## config.mk

```make
export PLATFORM = sky130hd
export DESIGN_NAME = seg7_hex_scan_flat
export DESIGN_NICKNAME = d
export VERILOG_FILES = /design/src/rtl/seg7_hex_scan_if.sv /design/src/rtl/seg7_hex_scan.sv /design/src/flat_wrapper.sv
export SDC_FILE = /design/constraint.sdc
export NUM_CORES = 1
export LEC_CHECK = 0
export BUFFER_PORTS_ARGS = -buffer_cell sky130_fd_sc_hd__buf_2
export CORE_ASPECT_RATIO = 0.9
export CORE_MARGIN = 8
export CORE_UTILIZATION = 30
export DETAILED_ROUTE_END_ITERATION = 8
export PLACE_DENSITY_LB_ADDON = 0.2
export SYNTH_ARGS = -nofsm -noshare
export SYNTH_HDL_FRONTEND = slang
export SYNTH_SLANG_ARGS = --single-unit
```

## constraint.sdc

```tcl
create_clock -name clk -period 4.2 [get_ports clk]
set_clock_uncertainty 0.15 [all_clocks]
set_input_delay 0.42 -clock clk [delete_from_list [all_inputs] [get_ports clk]]
set_output_delay 0.42 -clock clk [all_outputs]
set_load 0.02 [all_outputs]
```

## src/rtl/seg7_hex_scan_if.sv

```systemverilog
// Bus between the value producer and the 8-digit 7-segment scanner.
//
// Handshake: load is a single-cycle strobe with no back-pressure. The scanner
// always accepts it; value/dp_in only need to be valid in the cycle where
// load is high. The display side (an/seg/dp/frame_start) is free-running.
interface seg7_hex_scan_if;
  logic        load;
  logic [31:0] value;
  logic [7:0]  dp_in;
  logic        blank_lz;
  logic [7:0]  an;
  logic [6:0]  seg;
  logic        dp;
  logic        frame_start;
  // Scan-state observation: current digit index and gap-phase flag.
  logic [2:0]  dbg_idx;
  logic        dbg_gap;

  modport master (
    output load, value, dp_in, blank_lz,
    input  an, seg, dp, frame_start, dbg_idx, dbg_gap
  );

  modport slave (
    input  load, value, dp_in, blank_lz,
    output an, seg, dp, frame_start, dbg_idx, dbg_gap
  );
endinterface

```

## src/rtl/seg7_hex_scan.sv

```systemverilog
// 8-digit common-anode 7-segment scanner for a 32-bit hex value.
// One digit per slot of SCAN_DIV cycles; the first GAP_CYC cycles of every
// slot turn all anodes off to suppress ghosting. New values are staged in a
// pending buffer and only become active on the frame wrap (digit 7 -> 0) so a
// frame is never drawn from two different values.
module seg7_hex_scan #(
  parameter int SCAN_DIV = 1000,
  parameter int GAP_CYC  = 50
) (
  input  logic           clk,
  input  logic           rst,
  seg7_hex_scan_if.slave bus
);

  localparam int CNT_W = (SCAN_DIV > 2) ? $clog2(SCAN_DIV) : 1;
  localparam logic [CNT_W-1:0] CNT_LAST = CNT_W'(SCAN_DIV - 1);
  localparam logic [CNT_W-1:0] CNT_GAP  = CNT_W'(GAP_CYC);

  logic [CNT_W-1:0] r_cnt;
  logic [2:0]       r_idx;
  logic [31:0]      r_pend_val;
  logic [7:0]       r_pend_dp;
  logic             r_pend_valid;
  logic [31:0]      r_active_val;
  logic [7:0]       r_active_dp;
  logic [7:0]       r_an;
  logic [6:0]       r_seg;
  logic             r_dp;
  logic             r_frame_start;

  logic             w_slot_end;
  logic             w_wrap;
  logic             w_gap;
  logic [7:0]       w_lz;
  logic [7:0]       w_blank;
  logic [3:0]       w_nib;

  // Hex digit to active-low {g..a} segment pattern.
  function automatic logic [6:0] hex_to_seg(input logic [3:0] nib);
    logic [6:0] s;
    case (nib)
      4'h0: s = 7'h40;
      4'h1: s = 7'h79;
      4'h2: s = 7'h24;
      4'h3: s = 7'h30;
      4'h4: s = 7'h19;
      4'h5: s = 7'h12;
      4'h6: s = 7'h02;
      4'h7: s = 7'h78;
      4'h8: s = 7'h00;
      4'h9: s = 7'h10;
      4'hA: s = 7'h08;
      4'hB: s = 7'h03;
      4'hC: s = 7'h46;
      4'hD: s = 7'h21;
      4'hE: s = 7'h06;
      default: s = 7'h0E;
    endcase
    return s;
  endfunction

  assign w_slot_end = (r_cnt == CNT_LAST);
  assign w_wrap     = w_slot_end && (r_idx == 3'd7);
  assign w_gap      = (r_cnt < CNT_GAP);
  assign w_nib      = r_active_val[{r_idx, 2'b00} +: 4];

  // w_lz[i] is set when nibbles i..7 of the active value are all zero.
  always_comb begin
    w_lz    = '0;
    w_lz[7] = (r_active_val[31:28] == 4'h0);
    for (int i = 6; i >= 0; i--) begin
      w_lz[i] = w_lz[i+1] && (r_active_val[4*i +: 4] == 4'h0);
    end
  end

  // Digit 0 is never blanked so a zero value still shows a single "0".
  assign w_blank = bus.blank_lz ? {w_lz[7:1], 1'b0} : 8'h00;

  // Slot counter and digit index.
  always_ff @(posedge clk or posedge rst) begin
    if (rst) begin
      r_cnt <= '0;
      r_idx <= '0;
    end else if (w_slot_end) begin
      r_cnt <= '0;
      r_idx <= r_idx + 3'd1;
    end else begin
      r_cnt <= r_cnt + CNT_W'(1);
    end
  end

  // Pending/active double buffer; a load on the wrap cycle stays pending.
  always_ff @(posedge clk or posedge rst) begin
    if (rst) begin
      r_pend_val   <= '0;
      r_pend_dp    <= '0;
      r_pend_valid <= 1'b0;
      r_active_val <= '0;
      r_active_dp  <= '0;
    end else begin
      if (w_wrap && r_pend_valid) begin
        r_active_val <= r_pend_val;
        r_active_dp  <= r_pend_dp;
      end
      if (bus.load) begin
        r_pend_val   <= bus.value;
        r_pend_dp    <= bus.dp_in;
        r_pend_valid <= 1'b1;
      end else if (w_wrap) begin
        r_pend_valid <= 1'b0;
      end
    end
  end

  // Registered display drive from the current slot state.
  always_ff @(posedge clk or posedge rst) begin
    if (rst) begin
      r_an          <= 8'hFF;
      r_seg         <= 7'h7F;
      r_dp          <= 1'b1;
      r_frame_start <= 1'b0;
    end else begin
      r_frame_start <= w_wrap;
      if (w_gap) begin
        r_an  <= 8'hFF;
        r_seg <= 7'h7F;
        r_dp  <= 1'b1;
      end else begin
        r_an  <= ~(8'h01 << r_idx);
        r_seg <= w_blank[r_idx] ? 7'h7F : hex_to_seg(w_nib);
        r_dp  <= ~r_active_dp[r_idx];
      end
    end
  end

  assign bus.an          = r_an;
  assign bus.seg         = r_seg;
  assign bus.dp          = r_dp;
  assign bus.frame_start = r_frame_start;
  assign bus.dbg_idx     = r_idx;
  assign bus.dbg_gap     = w_gap;

endmodule

```

## src/flat_wrapper.sv

```systemverilog
// flat-port wrapper written by rule: the top's interface ports become plain ports
module seg7_hex_scan_flat 
#(
  parameter int SCAN_DIV = 1000,
  parameter int GAP_CYC  = 50
)
  (clk, rst, bus_load, bus_value, bus_dp_in, bus_blank_lz, bus_an, bus_seg, bus_dp, bus_frame_start, bus_dbg_idx, bus_dbg_gap);
  seg7_hex_scan_if bus_i ();
  input  logic clk;
  input  logic rst;
  input wire logic [$bits(bus_i.load)-1:0] bus_load;
  input wire logic [$bits(bus_i.value)-1:0] bus_value;
  input wire logic [$bits(bus_i.dp_in)-1:0] bus_dp_in;
  input wire logic [$bits(bus_i.blank_lz)-1:0] bus_blank_lz;
  output wire logic [$bits(bus_i.an)-1:0] bus_an;
  output wire logic [$bits(bus_i.seg)-1:0] bus_seg;
  output wire logic [$bits(bus_i.dp)-1:0] bus_dp;
  output wire logic [$bits(bus_i.frame_start)-1:0] bus_frame_start;
  output wire logic [$bits(bus_i.dbg_idx)-1:0] bus_dbg_idx;
  output wire logic [$bits(bus_i.dbg_gap)-1:0] bus_dbg_gap;
  assign bus_i.load = bus_load;
  assign bus_i.value = bus_value;
  assign bus_i.dp_in = bus_dp_in;
  assign bus_i.blank_lz = bus_blank_lz;
  assign bus_an = bus_i.an;
  assign bus_seg = bus_i.seg;
  assign bus_dp = bus_i.dp;
  assign bus_frame_start = bus_i.frame_start;
  assign bus_dbg_idx = bus_i.dbg_idx;
  assign bus_dbg_gap = bus_i.dbg_gap;
  seg7_hex_scan #(.SCAN_DIV(SCAN_DIV), .GAP_CYC(GAP_CYC)) u_core (.clk(clk), .rst(rst), .bus(bus_i));
endmodule
```

* After elaboration in Yosys (flattened, before gate mapping)
Memories as Yosys holds them, arrays and structs flattened.
Index checks and enable logic that the tools add are counted.
** Operators by class
- Add/sub/neg operators :: 2
- Order comparisons :: 2
- Equality and inequality tests :: 2
- Shift operators :: 2
- Mux-type cells :: 12
- Bitwise operators :: 2
- Reductions and logical operators :: 16
** Operator list (count)
- $shiftx A32 B6 Y4 :: 1
- $logic_not A4 Y1 :: 7
- $mux W8 :: 2
- $mux W7 :: 2
- $add A10 B1 Y10 const B :: 1
- $eq A10 B10 Y1 const B :: 1
- $lt A10 B6 Y1 const B :: 1
- $mux W10 :: 1
- $logic_and A1 B1 Y1 :: 8
- $not A8 Y8 :: 1
- $shl A1 B3 Y8 const A :: 1
- $bmux W1 S3 :: 2
- $mux W1 :: 5
- $lt A3 B4 Y1 const B :: 1
- $add A3 B1 Y3 const B :: 1
- $eq A3 B3 Y1 const B :: 1
- $reduce_bool A2 Y1 :: 1
- $not A1 Y1 :: 1
** Word-level totals
- Bits in registers :: 111
- Memory bits (read-only) :: 112
- Output and inout bits :: 21
- Memories kept :: 1
** Memories
- (name not given) :: depth 16, width 7, read ports 1, clocked after Yosys merged registers in 0, write ports 0, line seg7_hex_scan.sv:41 : case (nib)

* Depth between registers and ports, before layout
- Word-level depth :: 12
- Mapped depth :: 10
- Mapped depth without buffers :: 8

* Worst setup path after synthesis
Ideal clock, no wire load.
- Kind :: flip-flop to flip-flop
- From :: reg u_core.r_idx[1] (netlist: u_core.bus.dbg_idx[1])
- To :: reg u_core.r_seg[3] (netlist: u_core.bus.seg[3])
- Setup time :: 84 ps
- Arrival time :: 2127 ps
- Data required time :: 3966 ps
- Setup slack :: 1838 ps
- Stages on the path, launching flop included :: 10
- Path buffers :: 1
- Clock period less this slack :: 2362 ps
- Path through :: dfrtp_1 buf_6 mux4_1 nand2_1 and2_1 inv_1 ha_1 mux2i_1 mux2i_1 nand2b_1
** On the way
- Cells in the longest elaborated chain, start to end :: 4
- Elaborated cells between the ends (all ways) :: 6
- Those cells by class :: shift: 1; mux: 4; memory: 1
** RTL lines
- start: declaration :: line seg7_hex_scan.sv:20 : logic [2:0] r_idx;
- start signal: assignment :: line seg7_hex_scan.sv:86 : r_idx <= r_idx + 3'd1;
- $shiftx A32 B6 Y4 or $bmux W1 S3 (tied branches) :: line seg7_hex_scan.sv:65, seg7_hex_scan.sv:130
- $mem_v2 Z16 W7 or $mux W1 (tied branches)
- $mux W7 (*) :: line seg7_hex_scan.sv:130 : r_seg <= w_blank[r_idx] ? 7'h7F : hex_to_seg(w_nib);
- $mux W7 (*) :: line seg7_hex_scan.sv:124 : if (w_gap) begin
- end signal: assignment :: line seg7_hex_scan.sv:130
- end: declaration :: line seg7_hex_scan.sv:27 : logic [6:0] r_seg;
Mark *: on every way between the ends. The rest lies on a longest branch, timed or not. The select of a mux whose other input is x is not followed.
A chain may end at the register's enable or synchronous reset.

* Worst setup path in the final report
Same ends and word-level chain as after synthesis.

==> results by stage <==
Outcome:
- The flow ran to the end, and the final reports show no timing, DRC or antenna violations.

Cells and area:
- The net total in the final layout is 460.
- The filler cell count in the final layout is approximately 1,600.
- The finished cells cover around 5700 um^2.
- The layout overhead on the synthesized area is 16.6%.
- The storage element area is 2800 um^2.
- The count of antenna diodes in the layout is 0.
- The share of post-route cells with drive strength above 1 is roughly 45%.
- In the final layout, the multi-input gates occupy between 1500 and 2000 um^2.

Placed design:
- The sum of net half-perimeters after detailed placement is roughly 7400 um.
- At the end of routability-driven placement, the weighted congestion stood at a little under 0.8.
- The worst-case setup slack after placement is ~1.5 ns.
- The count of input and output buffers is 64.
- The post-place instance area is approximately 5400 um^2.

Clocking:
- The buffer type at the clock tree root is sky130_fd_sc_hd__clkbuf_16.
- The CTS buffer count is 9.
- The clock sink total is ~110.
- The H-tree was split into 3 levels.
- Clock-pin slew was measured on the worst setup and hold paths at around 0.070 ns.
- The number of gates resized after cts is 0.
- The clock passes through at most 2 buffers.
- The later pin in the worst-skew pair is clocked with a latency of about 0.35 ns.
- TritonCTS built the clock tree.

Synth:
- The number of nets handed over by synthesis was 396.
- The count of distinct cell types in the synthesized netlist is 45.
- For this run, the register share of the synthesized area comes to ~57%.
- In the synthesized netlist the async set-or-reset flop fraction comes to 100%.
- The synthesized area per cell is between 10 and 15 um^2.
- The most used flip-flop cell after synthesis is sky130_fd_sc_hd__dfrtp_1.
- The post-synthesis instance area is roughly 5000 um^2.
- Counting every instance in the synthesized netlist gives about 340.
- The number of synthesized flops with an enable pin is 0.
- The post-synthesis register bit count is about 110.
- The count of yosys warnings during synthesis is 0.

Die:
- The standard-cell row count is 44.
- The die width is 150 um.
- The initial standard-cell utilization of the core is 30.4%.
- In this run the vertical extent of the chip is between 100 and 150 um.
- The area of the die is 20,600 um^2.
- During I/O placement, the number of pins put on the boundary was 65.
- In this run the standard cell core region covers between 15,000 and 20,000 um^2.

Route:
- For this block, wires on met1 add up to 5270 um.
- The routed wire length is roughly 10,000 um.
- The number of remaining DRC errors is 0.
- The detailed router finished its first iteration with around 160 violations.
- The routed design uses 513 um of met3 wire.
- For this run, the detailed router's first-pass iteration total came to 4.
- The routed layout has around 2,900 vias.
- Detailed routing placed a total of approximately 4300 um of wire on met2.
- The highest layer touched by signal routing is met4.
- The detail route stage leaves a number of antenna-violating nets equal to 0.
- After detailed routing, the number of vias per cell comes to 4.67.
- In the final routed layout, each cell accounts on average for approximately 17 um.

STA:
- For the pin with the worst max-slew slack, the measured transition is approximately 0.95 ns.
- The final number of max-transition violations is 0.
- The number of hold-slack violations in the final timing report is 0.
- Setup violations remaining at the end of the flow were counted as 0.
- Setup repair after global routing left no endpoint under its margin.
- Setup slack on the critical path of the routed design comes to around 1.4 ns.
- In the finished design, the share of the clock period the worst path needs comes to 66.1%.
- Subtracting the final worst setup slack from the clock period gives 2.77 ns.
- The fmax is between 300 and 400 MHz.
- The final-layout setup total negative slack is 0 ns.
- The headroom to the max-slew limit is a little under two fifths.

Worst setup path:
- The largest single stage delay on the critical path is between 0.7 and 0.8 ns.
- The required time at the worst-slack endpoint is about 4.3 ns.
- Counting both buffers and inverters, the worst setup path holds a total of 0.
- Of all nets on the critical path, the largest fanout is 13.
- In this run the register-to-register setup slack is ~1.4 ns.
- The critical path start-end classification is reg2reg.
- The critical path goes through mux4_2, mux2i_1, mux2i_1, mux2i_1, nand2b_1.
- STA classifies the critical path endpoint as a flip-flop.
- The cell that appears most often on the critical path is sky130_fd_sc_hd__mux2i_1.
- The slowest stage of the critical path belongs to the cell sky130_fd_sc_hd__mux2i_1.
- The kind of cell adding the most delay to the critical path is multiplexers.
- The worst endpoint data arrival time is 2.90 ns.
- The startpoint type of the worst setup path is a flip-flop.

GRT:
- Global routing finished with a remaining overflow of 0.
- The first-pass GRT wire length is approximately 17,000 um.
- Entering global routing, the biggest net connects 52 pins.
- The number of global-route vias before repair is 3,126.
- Across every metal layer, demand over resource in global routing totals 10.6%.
- The initial antenna violation count was 0.

Power and ir drop:
- The ratio of total power to cell area is between 300 and 400 nW/um^2.
- The worst-case IR drop observed on VDD is about 0.00021 V.
- The leakage power is between 2 and 3 nW.
- The overall power of the completed layout is between 2 and 2.5 mW.

Hold path:
- The type of the worst min-delay path is in2reg.

Flow run:
- The tool flagged a number of max-cap violations equal to 0.
==> cells in the final DEF, fill, tap and decap left out, drive strengths merged, types with 4 or more instances in the layout <==
cell type	n
dfstp	16
buf	67
nand3	9
o21ai	4
inv	8
mux4	10
dfrtp	95
clkbuf	13
nor4	7
mux2	83
xnor2	5
nand2	21
ha	13
nor2	11
a21oi	5
mux2i	8
==> cells in the mapped netlist (2+ instances only) <==
cell                        n  area [um^2]
sky130_fd_sc_hd__a21oi_1    5         25.0
sky130_fd_sc_hd__buf_2      6         30.0
sky130_fd_sc_hd__buf_6      2         22.5
sky130_fd_sc_hd__clkbuf_1   5         18.8
sky130_fd_sc_hd__dfrtp_1   95         2380
sky130_fd_sc_hd__dfstp_2   16          420
sky130_fd_sc_hd__ha_1      13          163
sky130_fd_sc_hd__inv_1      8         30.0
sky130_fd_sc_hd__mux2_1     6         67.6
sky130_fd_sc_hd__mux2_2    74          833
sky130_fd_sc_hd__mux2_4     3         45.0
sky130_fd_sc_hd__mux2i_1    7         70.1
sky130_fd_sc_hd__mux4_1     4          105
sky130_fd_sc_hd__mux4_2     6          135
sky130_fd_sc_hd__nand2_1   21         78.8
sky130_fd_sc_hd__nand2b_1   2         12.5
sky130_fd_sc_hd__nand3_1    9         45.0
sky130_fd_sc_hd__nor2_1    11         41.3
sky130_fd_sc_hd__nor2b_1    3         18.8
sky130_fd_sc_hd__nor3_1     3         15.0
sky130_fd_sc_hd__nor4_1     7         43.8
sky130_fd_sc_hd__o21ai_1    3         15.0
sky130_fd_sc_hd__o221ai_1   2         17.5
sky130_fd_sc_hd__xnor2_1    5         43.8
sky130_fd_sc_hd__xor2_1     3         26.3
==> layer usage <==
| metal | global-route usage [%] | vias up |
|---|---|---|
| li1 | - | 1337 |
| met1 | 14.8 | 1464 |
| met2 | 15.3 | 63 |
| met3 | 3.27 | 11 |
| met4 | 3.72 | 0 |
| met5 | 0 | - |
==> report_power, final <==
group,leakage (nW),internal [mW],total (mW),switching [mW]
combinational,1.11,0.0505,0.0929,0.0424
clock,0.122,0.420,0.802,0.382
sequential,1.39,1.11,1.13,0.0227
==> registers in the layout, indices dropped and copies added (netlist names) <==
name	cells
u_core.r_pend_dp	8
u_core.r_pend_val	32
u_core.r_cnt	10
u_core.bus.dbg_idx	3
u_core.r_active_dp	8
u_core.bus.dp	1
u_core.r_pend_valid	1
u_core.bus.seg	7
u_core.bus.an	8
u_core.r_active_val	32
u_core.bus.frame_start	1
==> worst register-to-register path: cells and delay by family, from the launching register on <==
kind	cells	cell delay [ns]
mux	4	1.69
simple gates	1	0.15
flops	1	0.69
==> timing repair <==
action | in CTS | in global routing
buffers inserted | 0 | 0
hold buffers | 1 | 0
endpoints found under the hold margin | 7 | 0
==> cell type report <==
cell class,instances,share of cell area [%]
clock buffer,13,4.41
inverter,9,0.639
clock inverter,3,0.397
multi-input combinational,204,34.5
sequential,111,49.3
timing repair buffer,68,6.21
tap,207,4.56
==> cells by family (layout without fill, tap and decap cells) <==
| logic type | count (synthesis) | after routing | share of synthesized area, % |
|---|---|---|---|
| flops | 111 | 111 | 57.5 |
| mux | 101 | 101 | 26.3 |
| simple gates | 62 | 62 | 6.14 |
| buf+inv | 24 | 93 | 2.39 |
| compound gates | 20 | 20 | 2.98 |
| fa+ha+maj | 13 | 13 | 3.34 |
| xor+xnor | 8 | 8 | 1.44 |
==> final timing paths <==
kind / end / startpoint / cells after the start
min in group asynchronous: u_core.r_cnt[3] / rst / 3
setup reg to reg: u_core.bus.seg[3] / u_core.bus.dbg_idx[1] / 5
hold / removal: u_core.r_pend_dp[1] / bus_dp_in[1] / 2
setup / recovery: u_core.bus.seg[3] / u_core.bus.dbg_idx[1] / 5
hold reg to reg: u_core.r_cnt[0] / u_core.r_cnt[0] / 1
max in group asynchronous: u_core.r_active_val[24] / rst / 4
==> metrics by stage <==
stage	util, %	hold WS [ns]	std cells
after global routing	35.4	0.134	615
after detailed placement	33.7	0.257	598
after floorplan	-	0.283	339
after CTS	35.4	0.130	615
final	35.4	0.142	615
after global placement	33.7	0.261	598
No activity file was read; power rests on OpenSTA's default activity.
